--- src/rtl/sc_timecounter_flag_if.sv ---
// Button/pause inputs and count/status outputs of the elapsed-time counter.
// The master drives the buttons; the counter itself is the slave.
interface sc_timecounter_flag_if;
    logic       SC_TIMECOUNTER_startButton_InLow;
    logic       SC_TIMECOUNTER_pause_InLow;
    logic [7:0] SC_TIMECOUNTER_COUNT;
    logic       SC_TIMECOUNTER_TICK;
    logic       SC_TIMECOUNTER_RUNNING;
    logic       SC_TIMECOUNTER_DONE;

    modport master (
        output SC_TIMECOUNTER_startButton_InLow,
        output SC_TIMECOUNTER_pause_InLow,
        input  SC_TIMECOUNTER_COUNT,
        input  SC_TIMECOUNTER_TICK,
        input  SC_TIMECOUNTER_RUNNING,
        input  SC_TIMECOUNTER_DONE
    );

    modport slave (
        input  SC_TIMECOUNTER_startButton_InLow,
        input  SC_TIMECOUNTER_pause_InLow,
        output SC_TIMECOUNTER_COUNT,
        output SC_TIMECOUNTER_TICK,
        output SC_TIMECOUNTER_RUNNING,
        output SC_TIMECOUNTER_DONE
    );
endinterface

--- src/rtl/sc_timecounter_flag.sv ---
// Prescaled elapsed-time counter feeding the countdown-signal state machine.
// Start button clears and starts the count; pause freezes it; stops or wraps at COUNT_MAX.
module sc_timecounter_flag #(
    parameter int unsigned PRESCALE  = 50000000,
    parameter int unsigned COUNT_MAX = 99,
    parameter bit          WRAP      = 1'b0
) (
    input  logic                        SC_TIMECOUNTER_CLOCK_50,
    input  logic                        SC_TIMECOUNTER_RESET_InLow,
    sc_timecounter_flag_if.slave        tc_if
);

    localparam logic [25:0] PRESC_LAST = 26'(PRESCALE - 1);
    localparam logic [7:0]  CNT_MAX    = 8'(COUNT_MAX);

    typedef enum logic [1:0] {IDLE, RUN, DONE} state_t;

    state_t      state_q;
    logic [25:0] presc_q;
    logic [7:0]  count_q;
    logic        tick_q;
    logic        running_q;
    logic        done_q;

    logic [1:0]  startSync_q;
    logic [1:0]  pauseSync_q;
    logic [1:0]  syncValid_q;
    logic        startPrev_q;

    logic        startFall;
    logic        pauseActive;

    // syncValid_q keeps the preset-to-released synchronizer value from being
    // taken as a real release, so a button held low through reset cannot
    // produce a start edge until it has been seen released.
    always_ff @(posedge SC_TIMECOUNTER_CLOCK_50 or negedge SC_TIMECOUNTER_RESET_InLow) begin
        if (!SC_TIMECOUNTER_RESET_InLow) begin
            startSync_q <= 2'b11;
            pauseSync_q <= 2'b11;
            syncValid_q <= 2'b00;
            startPrev_q <= 1'b0;
        end else begin
            startSync_q <= {startSync_q[0], tc_if.SC_TIMECOUNTER_startButton_InLow};
            pauseSync_q <= {pauseSync_q[0], tc_if.SC_TIMECOUNTER_pause_InLow};
            syncValid_q <= {syncValid_q[0], 1'b1};
            startPrev_q <= syncValid_q[1] & startSync_q[1];
        end
    end

    assign startFall   = startPrev_q & ~startSync_q[1];
    assign pauseActive = ~pauseSync_q[1];

    always_ff @(posedge SC_TIMECOUNTER_CLOCK_50 or negedge SC_TIMECOUNTER_RESET_InLow) begin
        if (!SC_TIMECOUNTER_RESET_InLow) begin
            state_q   <= IDLE;
            presc_q   <= '0;
            count_q   <= '0;
            tick_q    <= 1'b0;
            running_q <= 1'b0;
            done_q    <= 1'b0;
        end else if (startFall) begin
            // A restart wins over a same-cycle terminal prescaler value.
            state_q   <= RUN;
            presc_q   <= '0;
            count_q   <= '0;
            tick_q    <= 1'b0;
            running_q <= 1'b1;
            done_q    <= 1'b0;
        end else begin
            tick_q <= 1'b0;
            unique case (state_q)
                IDLE: begin
                    running_q <= 1'b0;
                    done_q    <= 1'b0;
                end
                RUN: begin
                    running_q <= 1'b1;
                    done_q    <= 1'b0;
                    if (!pauseActive) begin
                        if (presc_q == PRESC_LAST) begin
                            presc_q <= '0;
                            if (count_q < CNT_MAX) begin
                                count_q <= count_q + 8'd1;
                                tick_q  <= 1'b1;
                            end else if (WRAP != 1'b0) begin
                                count_q <= '0;
                                tick_q  <= 1'b1;
                            end else begin
                                state_q   <= DONE;
                                running_q <= 1'b0;
                                done_q    <= 1'b1;
                            end
                        end else begin
                            presc_q <= presc_q + 26'd1;
                        end
                    end
                end
                DONE: begin
                    running_q <= 1'b0;
                    done_q    <= 1'b1;
                end
                default: begin
                    state_q   <= IDLE;
                    running_q <= 1'b0;
                    done_q    <= 1'b0;
                end
            endcase
        end
    end

    assign tc_if.SC_TIMECOUNTER_COUNT   = count_q;
    assign tc_if.SC_TIMECOUNTER_TICK    = tick_q;
    assign tc_if.SC_TIMECOUNTER_RUNNING = running_q;
    assign tc_if.SC_TIMECOUNTER_DONE    = done_q;

endmodule
--- src/flat_wrapper.sv ---
// flat-port wrapper written by rule: the top's interface ports become plain ports
module sc_timecounter_flag_flat 
#(
    parameter int unsigned PRESCALE  = 50000000,
    parameter int unsigned COUNT_MAX = 99,
    parameter bit          WRAP      = 1'b0
)
  (SC_TIMECOUNTER_CLOCK_50, SC_TIMECOUNTER_RESET_InLow, tc_if_SC_TIMECOUNTER_startButton_InLow, tc_if_SC_TIMECOUNTER_pause_InLow, tc_if_SC_TIMECOUNTER_COUNT, tc_if_SC_TIMECOUNTER_TICK, tc_if_SC_TIMECOUNTER_RUNNING, tc_if_SC_TIMECOUNTER_DONE);
  sc_timecounter_flag_if tc_if_i ();
  input  logic SC_TIMECOUNTER_CLOCK_50;
  input  logic SC_TIMECOUNTER_RESET_InLow;
  input wire logic [$bits(tc_if_i.SC_TIMECOUNTER_startButton_InLow)-1:0] tc_if_SC_TIMECOUNTER_startButton_InLow;
  input wire logic [$bits(tc_if_i.SC_TIMECOUNTER_pause_InLow)-1:0] tc_if_SC_TIMECOUNTER_pause_InLow;
  output wire logic [$bits(tc_if_i.SC_TIMECOUNTER_COUNT)-1:0] tc_if_SC_TIMECOUNTER_COUNT;
  output wire logic [$bits(tc_if_i.SC_TIMECOUNTER_TICK)-1:0] tc_if_SC_TIMECOUNTER_TICK;
  output wire logic [$bits(tc_if_i.SC_TIMECOUNTER_RUNNING)-1:0] tc_if_SC_TIMECOUNTER_RUNNING;
  output wire logic [$bits(tc_if_i.SC_TIMECOUNTER_DONE)-1:0] tc_if_SC_TIMECOUNTER_DONE;
  assign tc_if_i.SC_TIMECOUNTER_startButton_InLow = tc_if_SC_TIMECOUNTER_startButton_InLow;
  assign tc_if_i.SC_TIMECOUNTER_pause_InLow = tc_if_SC_TIMECOUNTER_pause_InLow;
  assign tc_if_SC_TIMECOUNTER_COUNT = tc_if_i.SC_TIMECOUNTER_COUNT;
  assign tc_if_SC_TIMECOUNTER_TICK = tc_if_i.SC_TIMECOUNTER_TICK;
  assign tc_if_SC_TIMECOUNTER_RUNNING = tc_if_i.SC_TIMECOUNTER_RUNNING;
  assign tc_if_SC_TIMECOUNTER_DONE = tc_if_i.SC_TIMECOUNTER_DONE;
  sc_timecounter_flag #(.PRESCALE(PRESCALE), .COUNT_MAX(COUNT_MAX), .WRAP(WRAP)) u_core (.SC_TIMECOUNTER_CLOCK_50(SC_TIMECOUNTER_CLOCK_50), .SC_TIMECOUNTER_RESET_InLow(SC_TIMECOUNTER_RESET_InLow), .tc_if(tc_if_i));
endmodule
--- config.mk ---
export PLATFORM = sky130hd
export DESIGN_NAME = sc_timecounter_flag_flat
export DESIGN_NICKNAME = d
export VERILOG_FILES = /design/src/rtl/sc_timecounter_flag_if.sv /design/src/rtl/sc_timecounter_flag.sv /design/src/flat_wrapper.sv
export SDC_FILE = /design/constraint.sdc
export NUM_CORES = 1
export LEC_CHECK = 0
export BUFFER_PORTS_ARGS = -buffer_cell sky130_fd_sc_hd__buf_2
export CORE_MARGIN = 8
export CORE_UTILIZATION = 45
export CTS_BUF_LIST = sky130_fd_sc_hd__clkbuf_16
export CTS_CLUSTER_DIAMETER = 150
export DETAILED_ROUTE_END_ITERATION = 8
export GPL_TIMING_DRIVEN = 0
export MAX_ROUTING_LAYER = met4
export PLACE_DENSITY = 0.62
export SETUP_SLACK_MARGIN = 0.02
export SYNTH_ARGS = -nofsm -noshare
export SYNTH_HDL_FRONTEND = slang
export SYNTH_SLANG_ARGS = --single-unit
--- constraint.sdc ---
create_clock -name SC_TIMECOUNTER_CLOCK_50 -period 3.2 [get_ports SC_TIMECOUNTER_CLOCK_50]
set_input_delay 0.16 -clock SC_TIMECOUNTER_CLOCK_50 [delete_from_list [all_inputs] [get_ports SC_TIMECOUNTER_CLOCK_50]]
set_output_delay 0.16 -clock SC_TIMECOUNTER_CLOCK_50 [all_outputs]
set_load 0.01 [all_outputs]
==> summary.md <==
| Metric | Value |
|---|---|
| Static leakage | `1.16 nW` |
| DP Area | `2560 µm²` |
| Total die area | `7930 µm²` |
| P_int | `0.975 mW` |
| Routed length per instance | `15.6 µm` |
| # Max-Cap Violations | `0` |
| Width of the die | `89.0 µm` |
| Cells taking the most area after synthesis | `dfrtp_1 (44%), nor2_1 (4.7%), nand2_1 (4.5%)` |
| Period minus WS final | `2.81 ns` |
| Critical path class | `reg2reg` |
| P_sw | `0.384 mW` |
| Layout Nets | `292` |
| Most frequent cells in the layout | `dfrtp_1 (42), nor2_1 (30), nand2_1 (29), nand3_1 (17), clkbuf_1 (15)` |
| Critical Path AT | `2.96 ns` |
| Placer Congestion | `0.838` |
| Routed Antenna Nets | `0` |
| Met2 Usage GRT | `24.1%` |
| Grt met3 use | `3.68%` |
| Root cell of the clock tree | `clkbuf_16` |
| I/O pins | `15` |
| Main flop type after synthesis | `dfrtp_1` |
| Initial antenna violation count | `0` |
| Mean Syn Cell Area | `9.23 µm²` |
| Ys Warns | `0` |
| Worst path top cell family by delay | `simple AND/OR/NAND/NOR gates` |
| Crit path buf inv count | `2` |
| Clock power frac | `36.1%` |
| Worst slew pin tran | `1.22 ns` |
| Yosys top cell area share | `43.8%` |
| # resized after CTS | `0` |
| DRC | `0` |
| Final period utilization | `87.7%` |
| Syn Inst Count | `260` |
| Logic pwr share | `15.4%` |
| Most common cell after layout, fill and taps aside | `dfrtp_1` |
| Gr usage total | `15.6%` |
| Vias after detailed routing | `1978` |
| Setup Fix Bufs, Post-CTS | `0` |
| Fin area | `2710 µm²` |
| Worst clock skew | `0.00161 ns` |
| Cell area after synthesis | `2400 µm²` |
| CP max FO | `10` |
| Post-Layout Cell Count | `354` |
| Hold Vio Cnt, Final | `0` |
| Max incr delay on CP | `0.42 ns` |
| Final hold slack | `0.0493 ns` |
| Place WS | `0.443 ns` |
| PD cells | `501 nW/µm²` |
| Placed Cells | `344` |
| Total grt overflow | `0` |
| Clk buf depth | `2` |
| Row cnt | `26` |
| Worst rel slew slack | `16.6%` |
| Core box area | `5140 µm²` |
| TritonCTS clock tree | `yes` |
| GR Util met1 | `20.1%` |
| Total power | `1.36 mW` |
| Area Overhead vs Synth | `13.1%` |
| Die Height | `89.0 µm` |
| Clock H-tree levels | `2` |
| Req. time, crit path | `3.36 ns` |
| Area leader, netlist | `dfrtp_1` |
| Grt peak-use layer | `met2` |
| Ant. Diodes | `0` |
| Sequential area share after synthesis | `48.2%` |
| Number of synthesized register bits | `46` |
| Reg power frac | `48.5%` |
| Worst-Skew Late Latency | `0.28 ns` |
| Post-detail-place hpwl | `3.78 mm` |
| Largest net degree at the start of global routing | `47` |
| Crit-path most repeated cell | `clkbuf_1` |
| Switching share of power | `28.3%` |
| CTS Sinks | `46` |
| Critical path cell sequence | `ha_1, and2_1, clkbuf_1, nand4_1, or2_2, o21ai_1, clkbuf_1, nor2_1` |
| Drt initial violations | `155` |
| Syn Nets | `269` |
| Clk slew on worst S/H paths | `0.06 ns` |
| Final max-slew violation count | `0` |
| Worst setup EP type | `flop` |
| Sequential cell area | `1160 µm²` |
| Async SR Flop Fraction | `100%` |
| Setup violations, final | `0` |
| Initial Util | `46.7%` |
| WL final | `5.51 mm` |
| PortBufs | `14` |
| Yosys cell types | `47` |
| Vias in the first global route | `1917` |
| Max VDD drop | `0.315 mV` |
| First-pass detailed-route iteration total | `4` |
| # fillers | `504` |
| Fin util | `52.8%` |
| EDFF count, synth | `0` |
| Final WS setup | `0.395 ns` |
| Share of layout cells above drive strength 1 | `10.2%` |
| Footprint of the multi-input gates | `1170 µm²` |
| First-pass GRT wire length | `9.36 mm` |
| RSZ-0062 raised after global routing | `false` |
| CP Launch Type | `flop` |
| Vias per cell | `5.59` |
| Hold-fix buffers, CTS | `2` |
| Worst Hold Class | `in2async` |
| CP max stage cell | `dfrtp_1` |
| Inserted Clock Buffers | `5` |
| Status | `complete, no violations` |
| Fmax | `356 MHz` |
| Setup TNS | `0 ns` |
[metal layers]
| layer | vias to the layer above | routed length (µm) |
|---|---|---|
| met3 | 5 | 221 |
| li1 | 980 | - |
| met5 | - | 0 |
| met2 | 40 | 2490 |
| met4 | 0 | 63 |
| met1 | 953 | 2740 |
[cells in the mapped netlist, types with 4 or more instances]
cell type   n
nor4_1      7
nand4_1    13
and2_1      5
clkbuf_1   15
ha_1        5
o21ai_0     7
mux2i_1     4
and4_1      5
nand3_1    17
nand2_1    29
a21oi_1     9
xnor2_1     7
a31oi_1     4
nor3_1      9
dfrtp_1    42
nor2_1     30
dfstp_2     4
xor2_1      9
[state kept, by name (all words and copies together), names as in the netlist]
register / cells
u_core.state_q: 2
u_core.presc_q: 26
u_core.tc_if.SC_TIMECOUNTER_RUNNING: 1
u_core.tc_if.SC_TIMECOUNTER_COUNT: 8
u_core.tc_if.SC_TIMECOUNTER_TICK: 1
u_core.tc_if.SC_TIMECOUNTER_DONE: 1
u_core.startPrev_q: 1
u_core.syncValid_q: 2
u_core.startSync_q: 2
u_core.pauseSync_q: 2
[cell families (layout without fill, tap and decap cells)]
| logic type | count (synthesis) | after routing | synth area share (%) |
|---|---|---|---|
| other | 1 | 1 | 0.156 |
| AO/OA/AOI/OAI | 36 | 36 | 9.75 |
| multiplexers | 4 | 4 | 1.67 |
| AND/OR/NAND/NOR | 133 | 133 | 28.8 |
| flip-flops | 46 | 46 | 48.2 |
| adder cells (fa/ha/maj) | 5 | 5 | 2.61 |
| XOR/XNOR | 16 | 16 | 5.84 |
| buffers and inverters | 19 | 43 | 3.02 |
[power groups by stage]
stage	sequential, mW	combinational (mW)	clock [mW]
after floorplan	0.664	0.141	0
after global routing	0.665	0.241	0.531
after detailed placement	0.668	0.205	0
after global placement	0.666	0.200	0
final	0.659	0.209	0.491
after CTS	0.657	0.209	0.502
[worst reg2reg max path, stage by stage, from the launching register on]
cell	delay (ns)
dfrtp_1	0.42
ha_1	0.22
and2_1	0.13
clkbuf_1	0.33
nand4_1	0.32
or2_2	0.42
o21ai_1	0.33
clkbuf_1	0.42
nor2_1	0.10
[final timing paths]
check / start / end / slack, ns / depth (start not counted)
worst max-delay path: u_core.presc_q[0] / u_core.presc_q[24] / 0.39 / 8
worst min-delay path: SC_TIMECOUNTER_RESET_InLow / u_core.tc_if.SC_TIMECOUNTER_TICK / 0.05 / 1
worst max register to register: u_core.presc_q[0] / u_core.presc_q[24] / 0.39 / 8
worst min register to register: u_core.syncValid_q[0] / u_core.syncValid_q[1] / 0.35 / 0
max in group asynchronous: SC_TIMECOUNTER_RESET_InLow / u_core.presc_q[14] / 2.53 / 1
min in group SC_TIMECOUNTER_CLOCK_50: u_core.syncValid_q[0] / u_core.syncValid_q[1] / 0.35 / 0
[layout make-up]
class / count / area share [%]
Timing Repair Buffer: 16 / 3.32
Buffer: 16 / 2.26
Inverter: 3 / 0.415
Tap cell: 70 / 3.23
Sequential cell: 46 / 42.6
Multi-Input combinational cell: 195 / 43.2
Clock inverter: 3 / 0.415
Clock buffer: 5 / 4.61
No activity file was read; power rests on OpenSTA's default activity.
